**config.mk**
```make
export PLATFORM = sky130hd
export DESIGN_NAME = riscv_core_trap_ctrl
export DESIGN_NICKNAME = d
export VERILOG_FILES = /design/src/rtl/riscv_core_trap_ctrl.sv
export SDC_FILE = /design/constraint.sdc
export NUM_CORES = 1
export LEC_CHECK = 0
export BUFFER_PORTS_ARGS = -buffer_cell sky130_fd_sc_hd__buf_2
export CORE_MARGIN = 2
export CORE_UTILIZATION = 62
export DETAILED_ROUTE_END_ITERATION = 7
export PLACE_DENSITY_LB_ADDON = 0.2
export SETUP_SLACK_MARGIN = 0.05
export SLEW_MARGIN = 20
export SYNTH_ARGS = -nofsm -noshare
export SYNTH_HDL_FRONTEND = slang
export SYNTH_SLANG_ARGS = --single-unit
export TNS_END_PERCENT = 20
```
**constraint.sdc**
```tcl
create_clock -name i_clk -period 25.4 [get_ports i_clk]
set_clock_uncertainty 0.1 [all_clocks]
set_input_delay 3.81 -clock i_clk [delete_from_list [all_inputs] [get_ports i_clk]]
set_output_delay 3.81 -clock i_clk [all_outputs]
set_load 0.05 [all_outputs]
```
**src/rtl/riscv_core_trap_ctrl.sv**
```systemverilog
// Trap/return controller: accept in IDLE, CSR/priv update and one-cycle redirect two cycles later; ready low while busy.
// Optional supervisor mode (medeleg, S trap CSRs, sret) is enabled with `define RISCV_CORE_SMODE_EN.
module riscv_core_trap_ctrl #(
    parameter int              XLEN      = 64,
    parameter logic [XLEN-1:0] MTVEC_RST = '0
) (
    input  logic            i_clk,
    input  logic            i_rst,
    input  logic            i_trap_valid,
    output logic            o_trap_ready,
    input  logic            i_trap_ecall,
    input  logic            i_trap_ebreak,
    input  logic            i_trap_mret,
    input  logic            i_trap_sret,
    input  logic            i_trap_illegal,
    input  logic [XLEN-1:0] i_trap_pc,
    input  logic [31:0]     i_trap_instr,
    input  logic            i_trap_csr_we,
    input  logic [11:0]     i_trap_csr_addr,
    input  logic [XLEN-1:0] i_trap_csr_wdata,
    output logic [XLEN-1:0] o_trap_csr_rdata,
    output logic            o_trap_redirect_valid,
    output logic [XLEN-1:0] o_trap_redirect_pc,
    output logic [1:0]      o_trap_priv
);

    localparam logic [11:0] CSR_MSTATUS = 12'h300;
    localparam logic [11:0] CSR_MEDELEG = 12'h302;
    localparam logic [11:0] CSR_MTVEC   = 12'h305;
    localparam logic [11:0] CSR_MEPC    = 12'h341;
    localparam logic [11:0] CSR_MCAUSE  = 12'h342;
    localparam logic [11:0] CSR_MTVAL   = 12'h343;
    localparam logic [11:0] CSR_STVEC   = 12'h105;
    localparam logic [11:0] CSR_SEPC    = 12'h141;
    localparam logic [11:0] CSR_SCAUSE  = 12'h142;
    localparam logic [11:0] CSR_STVAL   = 12'h143;

    localparam logic [1:0] PRIV_U = 2'b00;
    localparam logic [1:0] PRIV_S = 2'b01;
    localparam logic [1:0] PRIV_M = 2'b11;

    localparam logic [XLEN-1:0] MEDELEG_WMASK = ~(XLEN'(1) << 11);

    typedef enum logic [1:0] {
        ST_IDLE     = 2'd0,
        ST_UPDATE   = 2'd1,
        ST_REDIRECT = 2'd2
    } state_t;

    state_t state, state_nxt;

    logic            ev_ecall, ev_ebreak, ev_mret, ev_sret, ev_illegal;
    logic [XLEN-1:0] ev_pc;
    logic [31:0]     ev_instr;

    logic [1:0]      priv;
    logic            mie, mpie;
    logic [1:0]      mpp;
    logic [XLEN-1:0] mtvec, mepc, mcause, mtval;

    logic            sie, spie, spp;
    logic [XLEN-1:0] medeleg, stvec, sepc, scause, stval;

    logic            accept, csr_wr;
    logic            is_trap, is_mret, is_sret, trap_to_s;
    logic [3:0]      cause_code;
    logic [XLEN-1:0] tval;
    logic [XLEN-1:0] mstatus_v;

    assign accept = i_trap_valid && (state == ST_IDLE);
    // An accepting event takes precedence over a same-cycle software write.
    assign csr_wr = i_trap_csr_we && (state == ST_IDLE) && !i_trap_valid;

    function automatic logic [1:0] legal_mpp(input logic [1:0] v);
`ifdef RISCV_CORE_SMODE_EN
        return (v == 2'b10) ? PRIV_U : v;
`else
        return (v == PRIV_M) ? PRIV_M : PRIV_U;
`endif
    endfunction

    always_comb begin
        is_trap    = 1'b0;
        is_mret    = 1'b0;
        is_sret    = 1'b0;
        cause_code = 4'd0;
        tval       = '0;
        if (ev_illegal) begin
            is_trap    = 1'b1;
            cause_code = 4'd2;
            tval       = XLEN'(ev_instr);
        end else if (ev_ebreak) begin
            is_trap    = 1'b1;
            cause_code = 4'd3;
            tval       = ev_pc;
        end else if (ev_ecall) begin
            is_trap = 1'b1;
            case (priv)
                PRIV_U:  cause_code = 4'd8;
                PRIV_S:  cause_code = 4'd9;
                default: cause_code = 4'd11;
            endcase
        end else if (ev_mret) begin
            if (priv == PRIV_M) begin
                is_mret = 1'b1;
            end else begin
                is_trap    = 1'b1;
                cause_code = 4'd2;
                tval       = XLEN'(ev_instr);
            end
        end else if (ev_sret) begin
`ifdef RISCV_CORE_SMODE_EN
            if (priv != PRIV_U) begin
                is_sret = 1'b1;
            end else begin
                is_trap    = 1'b1;
                cause_code = 4'd2;
                tval       = XLEN'(ev_instr);
            end
`else
            is_trap    = 1'b1;
            cause_code = 4'd2;
            tval       = XLEN'(ev_instr);
`endif
        end
    end

`ifdef RISCV_CORE_SMODE_EN
    assign trap_to_s = is_trap && (priv != PRIV_M) && medeleg[cause_code];
`else
    assign trap_to_s = 1'b0;
`endif

    always_comb begin
        state_nxt = state;
        case (state)
            ST_IDLE:     if (i_trap_valid) state_nxt = ST_UPDATE;
            ST_UPDATE:   state_nxt = (is_trap || is_mret || is_sret) ? ST_REDIRECT : ST_IDLE;
            ST_REDIRECT: state_nxt = ST_IDLE;
            default:     state_nxt = ST_IDLE;
        endcase
    end

    always_ff @(posedge i_clk or posedge i_rst) begin
        if (i_rst) begin
            state       <= ST_IDLE;
            ev_ecall    <= 1'b0;
            ev_ebreak   <= 1'b0;
            ev_mret     <= 1'b0;
            ev_sret     <= 1'b0;
            ev_illegal  <= 1'b0;
            ev_pc       <= '0;
            ev_instr    <= '0;
            priv        <= PRIV_M;
            mie         <= 1'b0;
            mpie        <= 1'b0;
            mpp         <= PRIV_U;
            mtvec       <= MTVEC_RST;
            mepc        <= '0;
            mcause      <= '0;
            mtval       <= '0;
            o_trap_redirect_pc <= '0;
        end else begin
            state <= state_nxt;
            if (accept) begin
                ev_ecall   <= i_trap_ecall;
                ev_ebreak  <= i_trap_ebreak;
                ev_mret    <= i_trap_mret;
                ev_sret    <= i_trap_sret;
                ev_illegal <= i_trap_illegal;
                ev_pc      <= i_trap_pc;
                ev_instr   <= i_trap_instr;
            end
            if (csr_wr) begin
                case (i_trap_csr_addr)
                    CSR_MSTATUS: begin
                        mie  <= i_trap_csr_wdata[3];
                        mpie <= i_trap_csr_wdata[7];
                        mpp  <= legal_mpp(i_trap_csr_wdata[12:11]);
                    end
                    CSR_MTVEC:  mtvec  <= {i_trap_csr_wdata[XLEN-1:2], 2'b00};
                    CSR_MEPC:   mepc   <= {i_trap_csr_wdata[XLEN-1:1], 1'b0};
                    CSR_MCAUSE: mcause <= i_trap_csr_wdata;
                    CSR_MTVAL:  mtval  <= i_trap_csr_wdata;
                    default: ;
                endcase
            end
            if (state == ST_UPDATE) begin
                if (is_trap && !trap_to_s) begin
                    mepc   <= ev_pc;
                    mcause <= XLEN'(cause_code);
                    mtval  <= tval;
                    mpie   <= mie;
                    mie    <= 1'b0;
                    mpp    <= priv;
                    priv   <= PRIV_M;
                    o_trap_redirect_pc <= mtvec;
                end else if (is_trap) begin
                    priv <= PRIV_S;
                    o_trap_redirect_pc <= stvec;
                end else if (is_mret) begin
                    priv <= mpp;
                    mie  <= mpie;
                    mpie <= 1'b1;
                    mpp  <= PRIV_U;
                    o_trap_redirect_pc <= mepc;
                end else if (is_sret) begin
                    priv <= {1'b0, spp};
                    o_trap_redirect_pc <= sepc;
                end
            end
        end
    end

`ifdef RISCV_CORE_SMODE_EN
    always_ff @(posedge i_clk or posedge i_rst) begin
        if (i_rst) begin
            sie     <= 1'b0;
            spie    <= 1'b0;
            spp     <= 1'b0;
            medeleg <= '0;
            stvec   <= '0;
            sepc    <= '0;
            scause  <= '0;
            stval   <= '0;
        end else begin
            if (csr_wr) begin
                case (i_trap_csr_addr)
                    CSR_MSTATUS: begin
                        sie  <= i_trap_csr_wdata[1];
                        spie <= i_trap_csr_wdata[5];
                        spp  <= i_trap_csr_wdata[8];
                    end
                    CSR_MEDELEG: medeleg <= i_trap_csr_wdata & MEDELEG_WMASK;
                    CSR_STVEC:   stvec   <= {i_trap_csr_wdata[XLEN-1:2], 2'b00};
                    CSR_SEPC:    sepc    <= {i_trap_csr_wdata[XLEN-1:1], 1'b0};
                    CSR_SCAUSE:  scause  <= i_trap_csr_wdata;
                    CSR_STVAL:   stval   <= i_trap_csr_wdata;
                    default: ;
                endcase
            end
            if (state == ST_UPDATE) begin
                if (trap_to_s) begin
                    sepc   <= ev_pc;
                    scause <= XLEN'(cause_code);
                    stval  <= tval;
                    spie   <= sie;
                    sie    <= 1'b0;
                    spp    <= priv[0];
                end else if (is_sret) begin
                    sie  <= spie;
                    spie <= 1'b1;
                    spp  <= 1'b0;
                end
            end
        end
    end
`else
    assign sie     = 1'b0;
    assign spie    = 1'b0;
    assign spp     = 1'b0;
    assign medeleg = '0;
    assign stvec   = '0;
    assign sepc    = '0;
    assign scause  = '0;
    assign stval   = '0;
`endif

    always_comb begin
        mstatus_v        = '0;
        mstatus_v[1]     = sie;
        mstatus_v[3]     = mie;
        mstatus_v[5]     = spie;
        mstatus_v[7]     = mpie;
        mstatus_v[8]     = spp;
        mstatus_v[12:11] = mpp;
    end

    always_comb begin
        case (i_trap_csr_addr)
            CSR_MSTATUS: o_trap_csr_rdata = mstatus_v;
            CSR_MEDELEG: o_trap_csr_rdata = medeleg;
            CSR_MTVEC:   o_trap_csr_rdata = mtvec;
            CSR_MEPC:    o_trap_csr_rdata = mepc;
            CSR_MCAUSE:  o_trap_csr_rdata = mcause;
            CSR_MTVAL:   o_trap_csr_rdata = mtval;
            CSR_STVEC:   o_trap_csr_rdata = stvec;
            CSR_SEPC:    o_trap_csr_rdata = sepc;
            CSR_SCAUSE:  o_trap_csr_rdata = scause;
            CSR_STVAL:   o_trap_csr_rdata = stval;
            default:     o_trap_csr_rdata = '0;
        endcase
    end

    assign o_trap_ready          = (state == ST_IDLE);
    assign o_trap_redirect_valid = (state == ST_REDIRECT);
    assign o_trap_priv           = priv;

endmodule
```
Word level (Yosys, flattened, before mapping)
Index checks and enable logic that the tools add are counted.

operators by class
  $mul = 0
  shift operators = 0
  bitwise logic cells = 0
  $add $sub $neg = 0
  div/mod/pow operators = 0
  equal/unequal tests = 11
  reduce and logical (&&, ||, !) cells = 10
  muxes and demuxes = 60
  $lt $le $gt $ge = 0

operators with widths
  operator                                               number
  2-to-1 mux 64 bit                                      18
  case mux 64 bit (5 select lines)                       1
  2-to-1 mux 32 bit                                      2
  equality test 12 x 10 -> 1 bit, second input constant  5
  2-to-1 mux 2 bit                                       12
  2-to-1 mux 1 bit                                       21
  2-to-1 mux 4 bit                                       4
  case mux 2 bit (2 select lines)                        2
  equality test 2 bit, second input constant             3
  equality test 2 x 1 -> 1 bit, second input constant    2
  zero test 2 bit                                        2
  AND reduction 2 bit                                    2
  logical AND 1 bit                                      3
  inequality test 2 bit, second input constant           1
  nonzero test 2 bit                                     1
  zero test 1 bit                                        1
  logical OR 1 bit                                       1

word-level totals
  memories = 0
  flip-flop bits (word level) = 427
  input bits = 181
  logic and storage cells = 98
  RAM bits = 0
  bits in latches = 0
  output and inout port bits = 132
  memory bits (read-only) = 0

Longest topological paths before layout
Gate-level depths: netlist (run 1).

  word-level depth = 9
  gate-level depth with buffers = 8
  depth with buffers taken out = 5

Least setup slack after synthesis (run 1)
Ideal clock, no wire load.

  path type = input-to-output
  start point = in i_trap_csr_addr[11]
  end point = out o_trap_csr_rdata[0]
  required time = 21.490 ns
  arrival = 5.894 ns
  cell stages on the path = 6
  setup slack = 15.596 ns
  path buffers = 3
  path through = nor3b_2 -> nand4_1 -> buf_2 -> buf_2 -> buf_1 -> o21ai_0

between the ends
  longest elaborated chain between the ends = 2
  elaborated cells on any way between the ends = 6
  classes of those cells = 5 x eq/ne; 1 x mux

ends and longest elaborated chain
  element                             RTL line  RTL
  start: declaration                  19        input logic [11:0] i_trap_csr_addr,
  equality test 12 x 10 -> 1 bit      280       case (i_trap_csr_addr)
  case mux 64 bit (5 select lines) *  280
  end: declaration                    21        output logic [XLEN-1:0] o_trap_csr_rdata,

Mark *: on every way between the ends. The rest lies on a longest branch, timed or not.

Final worst setup path (run 1)
  start point = in i_trap_csr_addr[5]
  end point = out o_trap_csr_rdata[52]

The elaborated chain is that of the path after synthesis.

==> results of run 1 <==
[metal layers]
metal | track usage (%) | up-vias | routed length (um)
met1 | 52.6 | 9406 | 26400
met4 | 16.7 | 4 | 2900
met2 | 57.2 | 1418 | 30600
met5 | 0 | - | 29
met3 | 9.74 | 194 | 8320
li1 | - | 8196 | -
[logic make-up after synthesis]
logic type             Yosys count  synth area share (%)
AOI/OAI and AO/OA              657                  20.6
and+or+nand+nor                563                  12.6
DFF                            427                  50.7
buffers and inverters          233                  4.47
muxes                          226                  11.7
[registers in the layout (all words and copies together) (netlist names)]
name                count
ev_sret                 1
mpp                     2
o_trap_redirect_pc     64
o_trap_priv             2
ev_pc                  64
mtval                  64
state                   2
mtvec                  62
mepc                   64
ev_ebreak               1
ev_ecall                1
ev_instr               32
ev_mret                 1
mcause                 64
mpie                    1
mie                     1
ev_illegal              1
[cells in the mapped netlist, drive strengths merged (62+ instances only)]
cell type  count
a21oi         62
dfrtp        425
nand3        130
o211ai        68
mux2i         64
a31oi        124
nor2         128
mux2         162
clkbuf       170
nand2        174
nor3          68
o221ai        73
o21ai        228
[final cells by class]
type,instances,area (um^2)
Clock buffer,66,1310
Fill cell,2456,9460
Tap cell,448,561
Antenna cell,7,17.5
Multi-Input combinational cell,1446,9560
Timing Repair Buffer,339,1800
Inverter,3,21.3
Clock inverter,8,118
Sequential cell,427,10700
[critical path: cells and delay by family]
kind | cells | cell delay (ns)
buffers and inverters | 3 | 1.22
AO/OA/AOI/OAI | 1 | 0.30
AND/OR/NAND/NOR | 2 | 1.37
[power breakdown]
group	internal, mW	switching (mW)
Combinational	0.269	0.559
Sequential	0.885	0.163
Clock	0.383	0.265
Total	1.54	0.987
[worst max path at each step]
stage	end	slack [ns]	depth (start not counted)
global placement	o_trap_csr_rdata[51]	14.90	6
finish	o_trap_csr_rdata[52]	14.71	6
detailed placement	o_trap_csr_rdata[22]	14.82	6
floorplan	ev_ebreak	9.60	1
CTS	o_trap_csr_rdata[19]	14.82	6
global route	o_trap_csr_rdata[52]	14.65	6
[metrics by stage]
stage	hold slack, ns	util, %
after CTS	0.403	71.7
after detailed placement	0.390	67.5
after global placement	0.386	67.5
after floorplan	0.381	-
final	0.403	71.8
after global routing	0.422	71.8
==> run_results.csv, run 1 <==
group,metric,value,unit
clocking,h-tree-depth,2,
cells_and_area,final_common_cell,"dfrtp_1",
place,dp_slack,14.82,ns
yosys,syn_inst,2106,
global_routing,grt_usage,38.0,%
floorplanning,dieArea,35500,um^2
routing,ant_nets,0,
yosys,ys_seq_area_share,50.7,%
run_status,status,"finished, final reports clean",
yosys,syn_area,21100,um^2
sta,maxSlewViolCount,0,
setup_path,max_stage_delay,0.89,ns
power,finalPower,2.52,mW
routing,wl_per_cell,24.9,um
clocking,clock_sinks,427,
floorplanning,placementRows,67,
sta,hold_violations,0,
yosys,yosysWarnings,0,
sta,finalCriticalPeriod,10.69,ns
yosys,avgSynthCellArea,10.0,um^2
cells_and_area,layoutNonFillerInstCount,2744,
global_routing,grt_max_degree,193,
yosys,synth.area.top_cells,"dfrtp_1 (50%), mux2_2 (8.1%), o21ai_0 (5.4%), a31oi_1 (3.7%), nand2_1 (3.1%)",
yosys,synthesis.nets,2287,
clocking,root_buffer,"clkbuf_16",
routing,vias_per_cell,7.00,
clocking,numCtsBuffers,44,
cells_and_area,final_cell_mix,"dfrtp_1 (425), buf_2 (311), o21ai_0 (227)",
yosys,synth_top_cell_area_share,50.4,%
clocking,worstSkewPairLatency,0.55,ns
global_routing,grt_pass1_wl,107,mm
power,ir_drop,0.0695,mV
worst_hold_path,holdPathStages,1,
routing,wirelength,68.3,mm
sta,rsz0062_at_grt,"no",
place,placed_area,22600,um^2
setup_path,cp-startpoint,"i_trap_csr_addr[5]",
sta,fin_crit_sh,42.1,%
yosys,yosysTopAreaCell,"dfrtp_1",
sta,max_freq,0.0935,GHz
power,power_density,105,nW/um^2
yosys,synthDistinctLibCells,45,
setup_path,cpMaxStageDelayCell,"and4_4",
sta,maxSlewHeadroom,22.4,%
setup_path,r2r-end,"mtval[26]",
routing,first_pass_iters,6,
sta,finalSetupTns,0,ns
sta,layout_setup_ws,14.71,ns
clocking,path_clk_slew,0.06,ns
place,place.detailed.instances,2663,
floorplanning,core-area,33500,um^2
clocking,clk_path_buf_depth,3,
setup_path,worstSetupEndpointType,"output pin",
power,power.leakage,10.1,nW
yosys,ys_ff_latch,427,
routing,drt_iter0_markers,2813,
clocking,cts_resized,0,
place,hpwl,39.1,mm
place,place.gp.congestion,0.933,
setup_path,reg2reg_depth,5,
setup_path,crit_type,"input pin to output pin",
place,numPortBuffers,312,
cells_and_area,area_growth,14.2,%
sta,setup_viol,0,
cells_and_area,final_nets,2442,
sta,max_slew.worst_pin.slew,1.16,ns
cells_and_area,finish.instance_area,24100,um^2
setup_path,r2r_start,"o_trap_priv[1]",
global_routing,grt_pass1_vias,18800,
setup_path,cp.arrival,6.78,ns
setup_path,r2r_slack,21.55,ns
setup_path,path_max_fanout,71,
clocking,cts_setup_buffers,0,
global_routing,grt-ovfl-total,0,
floorplanning,start_util,62.9,%
worst_hold_path,hold_path.startpoint,"o_trap_redirect_pc[1]",
worst_hold_path,hp-class,"flop to flop",
setup_path,critPathLaunchType,"input pin",
run,cap_violations,0,
setup_path,crit_chain,"buf_2 > nor4_2 > and4_4 > buf_4 > a221o_1 > buf_2",
floorplanning,ios,313,
setup_path,cp.required,21.49,ns
worst_hold_path,min_to,"o_trap_redirect_pc[1]",
clocking,hold_buffers,0,
cells_and_area,drive_above_1_share,25.6,%
global_routing,antenna_found_initial,8,
setup_path,cp_common_cell,"buf_2",
floorplanning,die_h,188,um
yosys,async_flop_share,100,%
routing,post-route-drc-count,0,
clocking,cts_tree,"built",
floorplanning,die_w,188,um
yosys,synthFlopType,"dfrtp_1",
routing,vias,19200,
yosys,synth-edff-count,0,
(Power assumes the default switching activity.)
==> run 2: changes to the inputs <==
Settings changed: CORE_UTILIZATION 62 to 58.
Clock period 25.4 ns to 10.6 ns, I/O delays scaled along.
==> run 2 against run 1 <==
Effect of this change: sequential power grew 140%; via count shrank 0.78%; die area grew 6.8%; register-to-register slack lost 16 ns; combinational power grew 140%; worst setup slack lost 11 ns; critical path type unchanged; largest cell class unchanged; highest routed layer unchanged; non-clock buffer count is the same; first-iteration DRC count shrank 24%; largest power group unchanged.
==> run_results.csv, run 2 (synthesis results as in run 1) <==
group,metric,value,unit
run_status,status,"finished, final reports clean",
floorplanning,placementRows,69,
clocking,hold_buffers,0,
power,p_seq_share,41.4,%
global_routing,met3_usage,8.26,%
global_routing,use_met1,50.2,%
setup_path,cp.arrival,4.79,ns
setup_path,worstSetupEndpointType,"output pin",
place,numPortBuffers,312,
routing,wirelength,68.6,mm
worst_hold_path,hp-class,"flop to flop",
place,place.detailed.instances,2676,
global_routing,grt-ovfl-total,0,
clocking,cts_resized,0,
power,clockPowerShare,26.2,%
place,dp_slack,4.26,ns
routing,wl_per_cell,24.8,um
sta,hold_violations,0,
setup_path,cp.required,8.91,ns
routing,first_pass_iters,6,
cells_and_area,final_cell_mix,"dfrtp_1 (425), buf_2 (311), o21ai_0 (227)",
sta,maxSlewViolCount,0,
sta,setup_viol,0,
sta,maxSlewHeadroom,26.6,%
setup_path,max_stage_delay,1.06,ns
cells_and_area,final_nets,2444,
floorplanning,dieArea,37900,um^2
sta,finalSetupTns,0,ns
clocking,worstSkewPairLatency,0.57,ns
global_routing,use_met2,53.4,%
sta,max_slew.worst_pin.slew,1.10,ns
floorplanning,die_w,195,um
power,internal_power,3.71,mW
place,place.gp.congestion,0.859,
floorplanning,core-area,35700,um^2
cells_and_area,layoutNonFillerInstCount,2762,
clocking,clk_path_buf_depth,3,
global_routing,grt_pass1_wl,107,mm
routing,vias_per_cell,6.90,
setup_path,crit_chain,"buf_2 > nor4_2 > and4_4 > buf_4 > a221o_1 > buf_2",
clocking,cts_setup_buffers,0,
global_routing,antenna_found_initial,5,
setup_path,critPathLaunchType,"input pin",
cells_and_area,drive_above_1_share,25.7,%
sta,fin_crit_sh,61.1,%
power,ir_drop,0.152,mV
place,hpwl,39.5,mm
routing,post-route-drc-count,0,
power,sw_frac_of_total,39.1,%
routing,ant_nets,0,
routing,vias,19100,
sta,layout_setup_ws,4.12,ns
power,power_density,252,nW/um^2
global_routing,grt_pass1_vias,18600,
sta,rsz0062_at_grt,"no",
setup_path,cp_common_cell,"buf_2",
clocking,h-tree-depth,2,
setup_path,crit_type,"input pin to output pin",
power,switchingPower,2.38,mW
run,cap_violations,0,
global_routing,grt_max_degree,193,
cells_and_area,final_common_cell,"dfrtp_1",
sta,finalCriticalPeriod,6.48,ns
clocking,cts_tree,"built",
setup_path,path_max_fanout,75,
cells_and_area,area_growth,14.6,%
clocking,clock_sinks,427,
power,combPwrFrac,32.4,%
global_routing,grt_usage,35.8,%
floorplanning,ios,313,
floorplanning,start_util,59.1,%
power,power.leakage,10.1,nW
clocking,path_clk_slew,0.05,ns
setup_path,cpMaxStageDelayCell,"and4_4",
sta,max_freq,0.154,GHz
clocking,root_buffer,"clkbuf_16",
floorplanning,die_h,195,um
clocking,numCtsBuffers,46,
global_routing,top_usage_layer,"met2",
routing,drt_iter0_markers,2125,
==> run 2: changes by cell type in the layout (fill, tap and decap cells not counted), sizes merged <==
cell	change
clkbuf	+11
bufinv	-3
diode	-2
inv	-1
==> run 2: through the flow <==
| step | hold slack (ns) | util, % | total power [mW] | instance area, um^2 |
|---|---|---|---|---|
| after detailed placement | 0.392 | 63.5 | 4.47 | 22600 |
| final | 0.405 | 67.8 | 6.09 | 24200 |
| after global placement | 0.392 | 63.5 | 4.40 | 22600 |
| after global routing | 0.415 | 67.7 | 6.36 | 24200 |
| after floorplan | 0.381 | - | 3.86 | 21100 |
| after CTS | 0.404 | 67.7 | 6.07 | 24100 |
==> run 2: worst paths after layout <==
kind / startpoint / to / slack [ns] / cells past startpoint
max reg2reg: o_trap_priv[1] / mcause[1] / 5.47 / 6
min in group asynchronous: i_rst / ev_pc[57] / 1.18 / 3
min reg2reg: o_trap_redirect_pc[1] / o_trap_redirect_pc[1] / 0.40 / 1
min: o_trap_redirect_pc[1] / o_trap_redirect_pc[1] / 0.40 / 1
max in group asynchronous: i_rst / mepc[37] / 7.76 / 4
max: i_trap_csr_addr[5] / o_trap_csr_rdata[21] / 4.12 / 6
==> run 2: area by class of cell <==
type,instances,area (um^2)
clock buffer,77,1480
clock inverter,4,20.0
fill,2766,11500
tap,461,577
multi-input combinational,1446,9570
sequential,427,10700
antenna,5,12.5
timing repair buffer,339,1800
inverter,3,17.5
==> run 2: metal layers <==
layer / vias up / share of wire, %
met1: 9426 / 40
li1: 8207 / -
met3: 192 / 11
met5: - / 0.017
met4: 2 / 3.8
met2: 1242 / 45
==> run 2: power by group through the flow <==
stage	sequential (mW)	clock (mW)	combinational, mW
after floorplan	2.83	0	1.03
after global placement	2.50	0	1.90
after detailed placement	2.52	0	1.95
after CTS	2.50	1.61	1.95
after global routing	2.57	1.68	2.11
final	2.52	1.60	1.97
==> run 2: worst max-delay path, delay by kind of cell <==
kind / cells / cell delay [ns]
AND/OR/NAND/NOR: 2 / 1.74
buffers and inverters: 3 / 1.10
AO/OA/AOI/OAI: 1 / 0.28
